`src/rtl/rc4_decryptor.sv`:
```
// RC4 PRGA: swaps entries of the shuffled S RAM, XORs the keystream with the encrypted ROM and writes the plaintext RAM.
// 10 cycles per byte. Optional plaintext range check behind `RC4_DECRYPT_CHECK_EN`.
module rc4_decryptor #(
  parameter int DATA_WIDTH     = 8,
  parameter int ADDR_WIDTH     = 8,
  parameter int MSG_LENGTH     = 32,
  parameter int MSG_ADDR_WIDTH = 5
) (
  input  logic                      clk,
  input  logic                      reset,
  input  logic                      start,
  output logic                      busy,
  output logic                      finished,
  output logic                      key_invalid,
  input  logic [DATA_WIDTH-1:0]     s_rdata,
  output logic [ADDR_WIDTH-1:0]     s_addr,
  output logic [DATA_WIDTH-1:0]     s_wdata,
  output logic                      s_we,
  input  logic [DATA_WIDTH-1:0]     msg_rdata,
  output logic [MSG_ADDR_WIDTH-1:0] msg_addr,
  output logic [MSG_ADDR_WIDTH-1:0] dec_addr,
  output logic [DATA_WIDTH-1:0]     dec_wdata,
  output logic                      dec_we
);

  typedef enum logic [3:0] {
    IDLE, RD_SI, WAIT_SI, GET_SI, WAIT_SJ, GET_SJ, WR_SJ,
    RD_F, WAIT_F, GET_F, WR_DEC, DONE
  } state_t;

  localparam logic [MSG_ADDR_WIDTH-1:0] LAST_K = MSG_ADDR_WIDTH'(MSG_LENGTH - 1);

  state_t                    state;
  logic                      start_q;
  logic                      start_rise;
  logic [ADDR_WIDTH-1:0]     i;
  logic [ADDR_WIDTH-1:0]     j;
  logic [MSG_ADDR_WIDTH-1:0] k;
  logic [DATA_WIDTH-1:0]     si;
  logic [DATA_WIDTH-1:0]     sj;
  logic [DATA_WIDTH-1:0]     dec_byte;

  assign start_rise = start & ~start_q;
  assign dec_byte   = s_rdata ^ msg_rdata;

`ifdef RC4_DECRYPT_CHECK_EN
  logic bad_q;
  logic legal;
  assign legal = ((dec_byte >= DATA_WIDTH'(8'h61)) && (dec_byte <= DATA_WIDTH'(8'h7A)))
              || (dec_byte == DATA_WIDTH'(8'h20));
`else
  assign key_invalid = 1'b0;
`endif

  always_ff @(posedge clk) begin
    if (reset) begin
      state     <= IDLE;
      start_q   <= 1'b0;
      i         <= '0;
      j         <= '0;
      k         <= '0;
      si        <= '0;
      sj        <= '0;
      busy      <= 1'b0;
      finished  <= 1'b0;
      s_addr    <= '0;
      s_wdata   <= '0;
      s_we      <= 1'b0;
      msg_addr  <= '0;
      dec_addr  <= '0;
      dec_wdata <= '0;
      dec_we    <= 1'b0;
`ifdef RC4_DECRYPT_CHECK_EN
      bad_q       <= 1'b0;
      key_invalid <= 1'b0;
`endif
    end else begin
      start_q <= start;
      case (state)
        IDLE: begin
          busy      <= 1'b0;
          finished  <= 1'b0;
          s_addr    <= '0;
          s_wdata   <= '0;
          s_we      <= 1'b0;
          msg_addr  <= '0;
          dec_addr  <= '0;
          dec_wdata <= '0;
          dec_we    <= 1'b0;
`ifdef RC4_DECRYPT_CHECK_EN
          key_invalid <= 1'b0;
          bad_q       <= 1'b0;
`endif
          if (start_rise) begin
            i     <= '0;
            j     <= '0;
            k     <= '0;
            si    <= '0;
            sj    <= '0;
            busy  <= 1'b1;
            state <= RD_SI;
          end
        end
        RD_SI: begin
          i      <= i + ADDR_WIDTH'(1);
          s_addr <= i + ADDR_WIDTH'(1);
          s_we   <= 1'b0;
          state  <= WAIT_SI;
        end
        WAIT_SI: state <= GET_SI;
        GET_SI: begin
          si     <= s_rdata;
          j      <= j + ADDR_WIDTH'(s_rdata);
          s_addr <= j + ADDR_WIDTH'(s_rdata);
          state  <= WAIT_SJ;
        end
        WAIT_SJ: state <= GET_SJ;
        GET_SJ: begin
          sj      <= s_rdata;
          s_addr  <= i;
          s_wdata <= s_rdata;
          s_we    <= 1'b1;
          state   <= WR_SJ;
        end
        // When i==j this second write lands on the same word; si==sj so it is harmless.
        WR_SJ: begin
          s_addr  <= j;
          s_wdata <= si;
          s_we    <= 1'b1;
          state   <= RD_F;
        end
        RD_F: begin
          s_addr   <= ADDR_WIDTH'(si + sj);
          s_we     <= 1'b0;
          msg_addr <= k;
          state    <= WAIT_F;
        end
        WAIT_F: state <= GET_F;
        GET_F: begin
          dec_addr  <= k;
          dec_wdata <= dec_byte;
          dec_we    <= 1'b1;
`ifdef RC4_DECRYPT_CHECK_EN
          bad_q     <= ~legal;
`endif
          state     <= WR_DEC;
        end
        WR_DEC: begin
          dec_we <= 1'b0;
`ifdef RC4_DECRYPT_CHECK_EN
          if (bad_q || (k == LAST_K)) begin
            finished    <= 1'b1;
            key_invalid <= bad_q;
            state       <= DONE;
          end else begin
            k     <= k + MSG_ADDR_WIDTH'(1);
            state <= RD_SI;
          end
`else
          if (k == LAST_K) begin
            finished <= 1'b1;
            state    <= DONE;
          end else begin
            k     <= k + MSG_ADDR_WIDTH'(1);
            state <= RD_SI;
          end
`endif
        end
        DONE: begin
          finished  <= 1'b0;
          busy      <= 1'b0;
          s_addr    <= '0;
          s_wdata   <= '0;
          msg_addr  <= '0;
          dec_addr  <= '0;
          dec_wdata <= '0;
`ifdef RC4_DECRYPT_CHECK_EN
          key_invalid <= 1'b0;
`endif
          state     <= IDLE;
        end
        default: state <= IDLE;
      endcase
    end
  end

endmodule
```
`config.mk`:
```
export PLATFORM = sky130hd
export DESIGN_NAME = rc4_decryptor
export DESIGN_NICKNAME = d
export VERILOG_FILES = /design/src/rtl/rc4_decryptor.sv
export SDC_FILE = /design/constraint.sdc
export NUM_CORES = 1
export LEC_CHECK = 0
export ABC_CLOCK_PERIOD_IN_PS = 3790
export BUFFER_PORTS_ARGS = -buffer_cell sky130_fd_sc_hd__buf_2
export CELL_PAD_IN_SITES_DETAIL_PLACEMENT = 0
export CELL_PAD_IN_SITES_GLOBAL_PLACEMENT = 1
export CORE_AREA = 3 3 102 104
export DETAILED_ROUTE_END_ITERATION = 8
export DIE_AREA = 0 0 105 107
export GPL_TIMING_DRIVEN = 0
export PLACE_DENSITY = 0.87
export SLEW_MARGIN = 20
export SYNTH_ARGS = -nofsm -noshare
export SYNTH_HDL_FRONTEND = slang
export SYNTH_SLANG_ARGS = --single-unit
export TNS_END_PERCENT = 10
```
`constraint.sdc`:
```
create_clock -name clk -period 3.79 [get_ports clk]
set_clock_uncertainty 0.15 [all_clocks]
set_input_delay 0 -clock clk [delete_from_list [all_inputs] [get_ports clk]]
set_output_delay 0 -clock clk [all_outputs]
set_load 0.05 [all_outputs]
```
* Yosys cells after proc, flatten, opt, wreduce, memory -nomap -nowiden
Index checks and enable logic that the tools add are counted.
** Cells by class
- Reductions and logical operators :: 22
- Bitwise operators :: 3
- Add/sub/neg operators :: 4
- Mux-type cells :: 22
- Equal/unequal tests :: 15
** Operators with widths (count)
- 8-bit case mux with 2 select lines :: 5
- 8-bit case mux with 6 select lines :: 1
- 4-bit case mux with 11 select lines :: 1
- 5-bit case mux with 2 select lines :: 3
- 8-bit case mux with 3 select lines :: 1
- 2-bit nonzero test :: 10
- 8-bit adder :: 2
- 4-bit by 3-bit equality test with 1-bit output, second input constant :: 4
- 4-bit equality test, second input constant :: 4
- 5-bit two-way mux :: 2
- 8-bit by 1-bit adder with 8-bit output, second input constant :: 1
- 4-bit by 2-bit equality test with 1-bit output, second input constant :: 2
- 4-bit two-way mux :: 2
- 8-bit two-way mux :: 1
- 1-bit case mux with 2 select lines :: 4
- 2-bit AND reduction :: 4
- 8-bit XOR :: 1
- 2-bit != test, second input constant :: 3
- 6-bit nonzero test :: 1
- 2-bit OR reduction :: 3
- 5-bit by 1-bit adder with 5-bit output, second input constant :: 1
- 5-bit equality test, second input constant :: 1
- 4-bit by 1-bit equality test with 1-bit output, second input constant :: 1
- 4-bit logical NOT :: 1
- other kinds (6) :: 7
** Storage, ports and cells
- Register bits :: 80

* Longest topological paths before layout
Gate-level depths: netlist (run 1).
- Depth after elaboration :: 4
- Mapped depth :: 8
- Mapped depth without buffers :: 8

* Worst setup path before layout (run 1)
No wires, ideal clock.
- Path kind :: register to register
- Start :: register k[0]
- End :: register k[3]
- Setup time :: 0.078 ns
- Path buffers :: 0
- Clock period less this slack :: 1.946 ns
- Arrival time :: 1.718 ns
- Setup slack :: 1.844 ns
- Stages on the path, launching flop included :: 8
- Data required time :: 3.562 ns
- Cell sequence :: dfxtp_1 -> ha_1 -> and3_1 -> ha_1 -> nor4_2 -> nand4_1 -> xor2_1 -> nor3_1
** On the way
- Word-level cells in the longest chain between the ends :: 3
- Elaborated cells between the ends (all ways) :: 6
** Ends and longest elaborated chain
- start: declaration :: line 38 : logic [MSG_ADDR_WIDTH-1:0] k;
- start signal: assignment :: line 164 : k <= k + MSG_ADDR_WIDTH'(1);
- 5-bit by 1-bit adder with 5-bit output / 5-bit equality test (equally long branches) :: line 164, 160
- 5-bit two-way mux / 2-bit != test (equally long branches)
- 5-bit case mux with 2 select lines / 3-bit AND reduction (equally long branches)
Several ways; a longest one is shown, not always the timed one. The select of a mux whose other input is x is not followed.
A chain may end at the register's enable or synchronous reset.

* Final worst setup path (run 1)
- Start :: register si[0]
- End :: register s_addr[2]
** On the way
- Word-level cells in the longest chain between the ends :: 2
** Ends and longest elaborated chain
- start: declaration :: line 39 : logic [DATA_WIDTH-1:0] si;
- start signal: assignment :: line 112 : si <= s_rdata;
- 8-bit adder :: line 133 : s_addr <= ADDR_WIDTH'(si + sj);
- 8-bit case mux with 6 select lines :: line 79 : case (state)
- end signal: assignment :: line 106 : s_addr <= i + ADDR_WIDTH'(1);
- end signal: assignment :: line 127 : s_addr <= j;
- end signal: assignment :: line 133
- end: declaration :: line 16 : output logic [ADDR_WIDTH-1:0] s_addr,
Every way passes these cells.

==> results.ini, run 1 <==
[global_route]
grt_pass1_vias = 4382
grt_max_degree = 14
grt_antenna_before_repair = 0
grt_pass1_wl_mm = 22.1
grtUsageTotal = 0.246
gr-total-overflow = 0

[setup_path]
crit_arrival_ns = 2.42
start_kind = register
startpoint = si[0]$_SDFFE_PP0P_
critical_path_required_ns = 3.86
rr_startpoint = si[0]$_SDFFE_PP0P_
endpoint_kind = register
setup.worst_path.class = register to register
path_max_fanout = 3

[yosys]
ys_seq_area_frac = 0.364
netlist.area_leader.share = 0.364
synth_top_cell_by_area = dfxtp_1
syn_nets = 587
post_synth.cell_area_avg_um2 = 8.01
async_reset_ff_frac = 0
syn_area_mm2 = 0.00440
yosys_warnings = 0
synthTopCellsByArea = dfxtp_1, a21oi_1, nand2_1, o21ai_0, ha_1
ys.flop_type = dfxtp_1
synth_cell_types = 59
synth_edf_count = 0
ys_ff_latch = 80
synthCells = 549

[sta]
slew_headroom = 0.522
fin_crit_ns = 2.35
finalCritPeriodShare = 0.620
hold_violations = 0
drv_slew = 0
whs_ns = 0.286
max_freq_mhz = 426
tns_ns = 0
finalSetupViolCount = 0
worstMarginPinSlew_ns = 0.699
fin_ws_ns = 1.44
rsz0062_at_grt = false

[die]
start_util = 0.456
die_area_mm2 = 0.0112
dieHeight_um = 107
pin_count = 58
die_w_um = 105
rows = 36
core_area_mm2 = 0.00964

[placed_design]
hpwl_mm = 9.88
io_buffers = 55
gp_congestion = 0.958
preCtsSetupSlack_ns = 1.53
placed_area_mm2 = 0.00484

[routing]
ant_nets = 0
routedWlPerCell_um = 17.4
drt_wl_total_mm = 13.5
drt_iter0_markers = 332
drc = 0
firstDrtPassIters = 6
viasPerCell = 5.74
dr_total_vias = 4467

[clocking]
clockBufferDepth = 2
clock_latency_ns = 0.36
cts_tree = built
cts_buffers = 9
root_buffer = clkbuf_8
clk_pin_slew_ns = 0.08
htree_levels = 3
clock_sinks = 80

[final_layout]
n_antenna_cell = 0
syn2layout_area_growth_pct = 20.2
fin_area_mm2 = 0.00529
fillers = 931
post_route_cells_drive_above_1_share = 0.149
layout.nets = 678

[run]
cap_viol_max_count = 0

[power]
internal_power_w = 0.00131
sw_frac_of_total = 0.309
p_clk_frac = 0.339
powerDensity_mw_per_mm2 = 359
p_leak_nw = 2.09
p_sw_w = 0.000588
power.share.combinational = 0.199
ir_worst_vdd_uv = 151
power.share.sequential = 0.462

[worst_hold_path]
hold_path.class = input port to register
min_from = start

[status]
status = completed

[cells in the final DEF (no fill, tap or decap), drive strengths merged, types with 5 or more instances in the layout]
cell type    instances
a211oi              14
a21o                 8
a21oi               61
a22oi               14
a31oi                6
buf                 67
clkbuf              30
dfxtp               80
dlygate4sd3         25
ha                  17
inv                 10
mux2i                9
nand2               70
nand2b               7
nand3               21
nor2                49
nor2b               10
nor3                12
o211ai               9
o21a                 5
o21ai               43
or3                  5
xnor2               16
[final cells by class]
class	instances	area [um2]	area share
clock buffers	11	141	0.0267
well taps	133	166	0.0315
plain buffers	31	149	0.0282
multi-input cells	428	2610	0.494
flip-flops and latches	80	1600	0.303
clock inverters	5	56.3	0.0106
repair buffers	80	526	0.0994
inverters	10	37.5	0.00710
[routing by layer]
metal | track usage | routed length, um
met4 | 0.110 | 373
met1 | 0.308 | 6030
met2 | 0.416 | 6410
met3 | 0.0439 | 703
met5 | 0 | 0
[final timing paths]
path / depth (start not counted) / slack (ns) / end
setup / recovery: 7 / 1.44 / s_addr[2]$_SDFFE_PP0P_
hold reg to reg: 2 / 0.30 / s_wdata[6]$_SDFFE_PP0P_
setup reg to reg: 7 / 1.44 / s_addr[2]$_SDFFE_PP0P_
hold / removal: 3 / 0.29 / start_q$_SDFF_PP0_
[power by group through the flow]
stage,logic [W],registers (W),clock network (W)
floorplan,0.000198,0.000945,0
global placement,0.000342,0.000897,0
detailed placement,0.000348,0.000898,0
CTS,0.000374,0.000878,0.000655
global route,0.000412,0.000882,0.000697
finish,0.000379,0.000879,0.000644
[flip-flops by register name, indices dropped and copies added (netlist names), 8 cells and up]
signal and count:
dec_wdata 8, i 8, j 8, s_addr 8
s_wdata 8, si 8, sj 8
[cell families after synthesis]
logic type	share of synthesized area
xor+xnor	0.0398
flops	0.364
fa+ha+maj	0.0575
compound gates	0.262
other cells	0.000852
buf+inv	0.0424
mux	0.0256
simple gates	0.208
[stage by stage]
| step | total power (W) | cells | utilization |
|---|---|---|---|
| detailed placement | 0.00125 | 737 | 0.502 |
| global route | 0.00199 | 778 | 0.549 |
| finish | 0.00190 | 778 | 0.549 |
| global placement | 0.00124 | 737 | 0.502 |
| floorplan | 0.00114 | 549 | - |
| CTS | 0.00191 | 778 | 0.549 |
[timing repair]
item	CTS	global route
setup buffers	0	0
gates resized for setup	0	0
hold buffers	25	0
hold endpoints to repair	38	0
[synthesized netlist by cell type, types with 2 or more instances]
cell type,number
buf_6,2
nor2b_1,10
inv_1,10
a22oi_1,14
a31oi_1,6
nor3_2,2
mux2i_1,9
a21oi_1,60
o211ai_1,9
buf_4,2
nand2_1,70
nor3_1,10
xnor2_1,16
o21a_1,5
a311oi_2,2
ha_1,17
o211a_1,3
mux2_2,2
and3_1,4
nand4_1,3
o21bai_1,3
nand3_1,21
or3_1,5
dfxtp_1,80
o31a_1,2
buf_2,8
a32oi_1,2
nand2b_1,7
a211oi_1,14
nor2_1,49
nand3b_1,3
a2111oi_0,2
clkbuf_1,19
fa_1,2
o21ai_0,43
a21o_1,7
xor2_1,4
[worst max-delay path, stage by stage (launching register included)]
cell and delay, ns:
dfxtp_1 0.36, ha_1 0.21, inv_1 0.06, fa_1 0.37, nor2b_1 0.21, nor3_1 0.10
a2111oi_0 0.63, a211oi_1 0.12
Note: power is estimated with default switching activity, not from simulation.
==> run 2: changes to the inputs <==
Settings changed: ABC_CLOCK_PERIOD_IN_PS 3790 to 1950, CORE_AREA 3 3 102 104 to 3 3 111 113, DIE_AREA 0 0 105 107 to 0 0 114 116, PLACE_DENSITY 0.87 to 0.78.
Clock period 3.79 ns to 1.95 ns, I/O delays scaled along.
==> results.ini, run 2 (synthesis gave the netlist of run 1 again) <==
[status]
status = finished, violations left
violations = setup timing

[global_route]
grtUsageTotal = 0.215
grt_pass1_vias = 4196
gr-total-overflow = 0
grt_max_degree = 16
grt_antenna_before_repair = 0
grt_pass1_wl_mm = 22.1

[final_layout]
post_route_cells_drive_above_1_share = 0.268
syn2layout_area_growth_pct = 34.1
final_cells = 806
n_antenna_cell = 0
postLayoutCoreUtil = 0.517
layout.nets = 696
fillers = 1087
final_cell_mix = nand2_1, dfxtp_1, buf_2

[clocking]
clock_sinks = 80
clock_latency_ns = 0.35
htree_levels = 3
clk_pin_slew_ns = 0.07
root_buffer = clkbuf_16
cts_tree = built
cts_buffers = 9
clockBufferDepth = 2

[die]
start_util = 0.385
rows = 39
die_area_mm2 = 0.0132
core_area_mm2 = 0.0114
pin_count = 58
die_w_um = 114
dieHeight_um = 116

[sta]
finalCritPeriodShare = 1.03
finalSetupViolCount = 5
worstMarginPinSlew_ns = 0.656
fin_ws_ns = -0.0574
slew_headroom = 0.563
max_freq_mhz = 498
fin_crit_ns = 2.01
tns_ns = -0.177
drv_slew = 0
rsz0062_at_grt = true
hold_violations = 0

[placed_design]
hpwl_mm = 9.99
preCtsSetupSlack_ns = -0.372
place_inst = 747
gp_congestion = 0.932
io_buffers = 55

[routing]
wl_met2_mm = 6.91
dr_total_vias = 4553
highest_layer = met4
wl_met1_mm = 6.22
ant_nets = 0
firstDrtPassIters = 5
met3_wirelength_um = 792
viasPerCell = 5.65
drt_wl_total_mm = 14.4
routedWlPerCell_um = 17.8
drt_iter0_markers = 345
drc = 0

[setup_path]
start_kind = register
critical_path_required_ns = 2.08
crit_arrival_ns = 2.14
setup.worst_path.class = register to register
endpoint_kind = register
path_max_fanout = 3

[power]
ir_worst_vdd_uv = 671
p_leak_nw = 2.27
powerDensity_mw_per_mm2 = 731

[worst_hold_path]
hold_path.class = input port to register

[run]
cap_viol_max_count = 0

run 2: metrics by stage:
| step | hold slack (ns) | instance area (um2) | total power (W) |
|---|---|---|---|
| detailed placement | 0.0835 | 4850 | 0.00242 |
| global route | 0.0634 | 5900 | 0.00446 |
| finish | 0.00415 | 5900 | 0.00431 |
| CTS | 0.00913 | 5710 | 0.00426 |
| floorplan | -0.0603 | 4400 | 0.00222 |
| global placement | 0.0798 | 4850 | 0.00242 |
run 2: worst max-delay path, stage by stage, from the launching register on:
cell and delay (ns):
dfxtp_2 0.34, ha_4 0.16, inv_2 0.05, fa_2 0.20
nor2b_2 0.05, o31a_1 0.28, o21a_1 0.20, or3_4 0.33
a31oi_1 0.16
run 2: repair_timing:
| action | in CTS | in global routing |
|---|---|---|
| hold buffers | 28 | 0 |
| gates resized for setup | 59 | 48 |
| endpoints found under the setup margin | 57 | 61 |
| pin swaps | 17 | 20 |
| setup buffers | 8 | 10 |
| endpoints found under the hold margin | 33 | 0 |
run 2: worst paths after layout:
check	start	endpoint	slack (ns)	cells after the start
worst max register to register	si[0]$_SDFFE_PP0P_	s_addr[6]$_SDFFE_PP0P_	-0.06	8
worst min-delay path	s_rdata[4]	s_wdata[4]$_SDFFE_PP0P_	0.004	5
worst max-delay path	si[0]$_SDFFE_PP0P_	s_addr[6]$_SDFFE_PP0P_	-0.06	8
worst min register to register	msg_addr[1]$_SDFFE_PP0P_	msg_addr[1]$_SDFFE_PP0P_	0.30	2
run 2: final cells by class:
class,instances,area [um2],area share
flip-flops and latches,80,1620,0.275
inverters,10,37.5,0.00636
multi-input cells,428,2900,0.491
plain buffers,28,168,0.0284
repair buffers,101,691,0.117
clock inverters,7,78.8,0.0134
well taps,143,179,0.0303
clock buffers,9,225,0.0382
run 2: where the power goes:
part | leakage [nW] | total [W] | internal (W) | switching, W
sequential | 0.653 | 0.00171 | 0.00168 | 0.0000344
clock | 0.139 | 0.00176 | 0.00100 | 0.000755
combinational | 1.48 | 0.000847 | 0.000323 | 0.000524
run 2: per-layer routing:
metal	up-vias	track usage
met3	33	0.0282
met2	150	0.367
li1	2210	-
met1	2160	0.269
met4	0	0.104
met5	-	0
==> run 3: changes to the inputs <==
Settings changed: CTS_CLUSTER_DIAMETER set to 150, MAX_ROUTING_LAYER set to met4.
==> results.ini, run 3 (synthesis gave the netlist of run 1 again) <==
[setup_path]
path_max_fanout = 3
start_kind = register
reg2reg_depth = 8
worst-path-buf-inv = 1
crit_arrival_ns = 2.13
critical_path_required_ns = 2.08
crit_family = compound AO/OA/AOI/OAI gates
crit_slowest_cell = dfxtp_2
crit_path_cell_trace = ha_4 > inv_2 > fa_2 > nor2b_2 > o31a_1 > o21a_1 > or3_4 > a31oi_1
rr_startpoint = si[0]$_SDFFE_PP0P_
worst-path-stages = 8
slowest_delay_ns = 0.34
regToRegSetupSlack_ns = -0.06
setup.worst_path.class = register to register
endpoint_kind = register
r2r-end = s_addr[6]$_SDFFE_PP0P_

[placed_design]
gp_congestion = 0.949
placed_area_mm2 = 0.00485
place_inst = 747
io_buffers = 55
hpwl_mm = 9.99

[routing]
routedWlPerCell_um = 17.9
viasPerCell = 5.68
firstDrtPassIters = 6
drt_wl_total_mm = 14.4
dr_total_vias = 4578
drt_iter0_markers = 328
drc = 0
ant_nets = 0

[die]
dieHeight_um = 116
die_w_um = 114
die_area_mm2 = 0.0132
core_area_mm2 = 0.0114
pin_count = 58
start_util = 0.385
rows = 39

[final_layout]
n_antenna_cell = 0
post_route_cells_drive_above_1_share = 0.268
layout.nets = 696
final_cells = 806
fin_area_mm2 = 0.00589
syn2layout_area_growth_pct = 34.0
fillers = 1086
postLayoutCoreUtil = 0.516
final_cell_mix = nand2_1, dfxtp_1, buf_2

[worst_hold_path]
min_from = s_rdata[0]
min_path_cells = 3
min_to = s_wdata[0]$_SDFFE_PP0P_
hold_path.class = input port to register

[clocking]
cts_buffers = 9
clockBufferDepth = 2
clock_sinks = 80
clock_latency_ns = 0.35
htree_levels = 3
root_buffer = clkbuf_16
cts_tree = built
clk_pin_slew_ns = 0.07

[global_route]
grt_pass1_vias = 4202
grtUsageTotal = 0.222
grt_max_degree = 16
grt_pass1_wl_mm = 22.1
gr-total-overflow = 0
grt_antenna_before_repair = 0

[status]
status = finished, violations left
violations = setup timing

[sta]
slew_headroom = 0.570
fin_ws_ns = -0.0593
drv_slew = 0
hold_violations = 0
tns_ns = -0.175
max_freq_mhz = 498
finalSetupViolCount = 5
fin_crit_ns = 2.01
worstMarginPinSlew_ns = 0.644
finalCritPeriodShare = 1.03
rsz0062_at_grt = true

[power]
finalPower_w = 0.00431
ir_worst_vdd_uv = 671
powerDensity_mw_per_mm2 = 732
p_leak_nw = 2.27

[run]
cap_viol_max_count = 0

run 3: cell count changes in the layout (fill, tap and decap cells not counted):
cell    before  now
a21o_2       0    1
a21o_4       1    0
run 3: worst max-delay path by stage:
| stage | start | to | slack [ns] |
|---|---|---|---|
| 6_report | si[0]$_SDFFE_PP0P_ | s_addr[6]$_SDFFE_PP0P_ | -0.06 |
| 5_1_grt | j[0]$_SDFFE_PP0P_ | s_addr[6]$_SDFFE_PP0P_ | -0.11 |
| 4_1_cts | j[0]$_SDFFE_PP0P_ | s_addr[6]$_SDFFE_PP0P_ | -0.06 |
| 3_5_place_dp | sj[0]$_SDFFE_PP0P_ | s_addr[2]$_SDFFE_PP0P_ | -0.37 |
| 3_3_place_gp | state[1]$_SDFFE_PP0P_ | s_addr[2]$_SDFFE_PP0P_ | -0.29 |
| 2_1_floorplan | k[0]$_SDFFE_PP0P_ | k[3]$_SDFFE_PP0P_ | 0.004 |
run 3: report_power, final:
group          leakage (nW)  total, W  internal, W  switching, W
logic                  1.47  0.000845     0.000320      0.000525
registers             0.653   0.00171      0.00168     0.0000344
clock network         0.139   0.00176      0.00100      0.000753
total                  2.27   0.00431      0.00300       0.00131
run 3: cell type report:
class                           instances  area [um2]  share of cell area
Timing Repair Buffer                  101         691               0.117
Tap cell                              143         179              0.0304
Clock buffer                            9         225              0.0382
Clock inverter                          7        78.8              0.0134
Sequential cell                        80        1620               0.275
Inverter                               10        37.5             0.00637
Buffer                                 28         168              0.0285
Multi-Input combinational cell        428        2890               0.491
run 3: metrics by stage:
stage                     hold slack, ns  worst slack (ns)
after floorplan                  -0.0603           0.00426
after global placement            0.0798            -0.293
after detailed placement          0.0835            -0.372
after CTS                        0.00913           -0.0603
after global routing              0.0633            -0.106
final                             0.0147           -0.0593
run 3: worst reg2reg max path, cell delays in order (launching register included):
cell     delay [ns]
dfxtp_2        0.34
ha_4           0.17
inv_2          0.05
fa_2           0.20
nor2b_2        0.05
o31a_1         0.28
o21a_1         0.20
or3_4          0.34
a31oi_1        0.16
run 3: repair_timing:
item,4_1_cts,5_1_grt
endpoints found under the setup margin,57,62
hold buffers,28,0
pin swaps,17,20
resized for setup,59,47
buffers inserted,8,10
endpoints found under the hold margin,33,0
run 3: routing by layer:
metal | vias up | track usage | routed length (um) | part of all wire
met2 | 169 | 0.368 | 6950 | 0.48
met4 | 0 | 0.104 | 367 | 0.025
li1 | 2206 | - | - | -
met5 | - | - | 0 | 0
met1 | 2173 | 0.269 | 6280 | 0.44
met3 | 30 | 0.0272 | 818 | 0.057
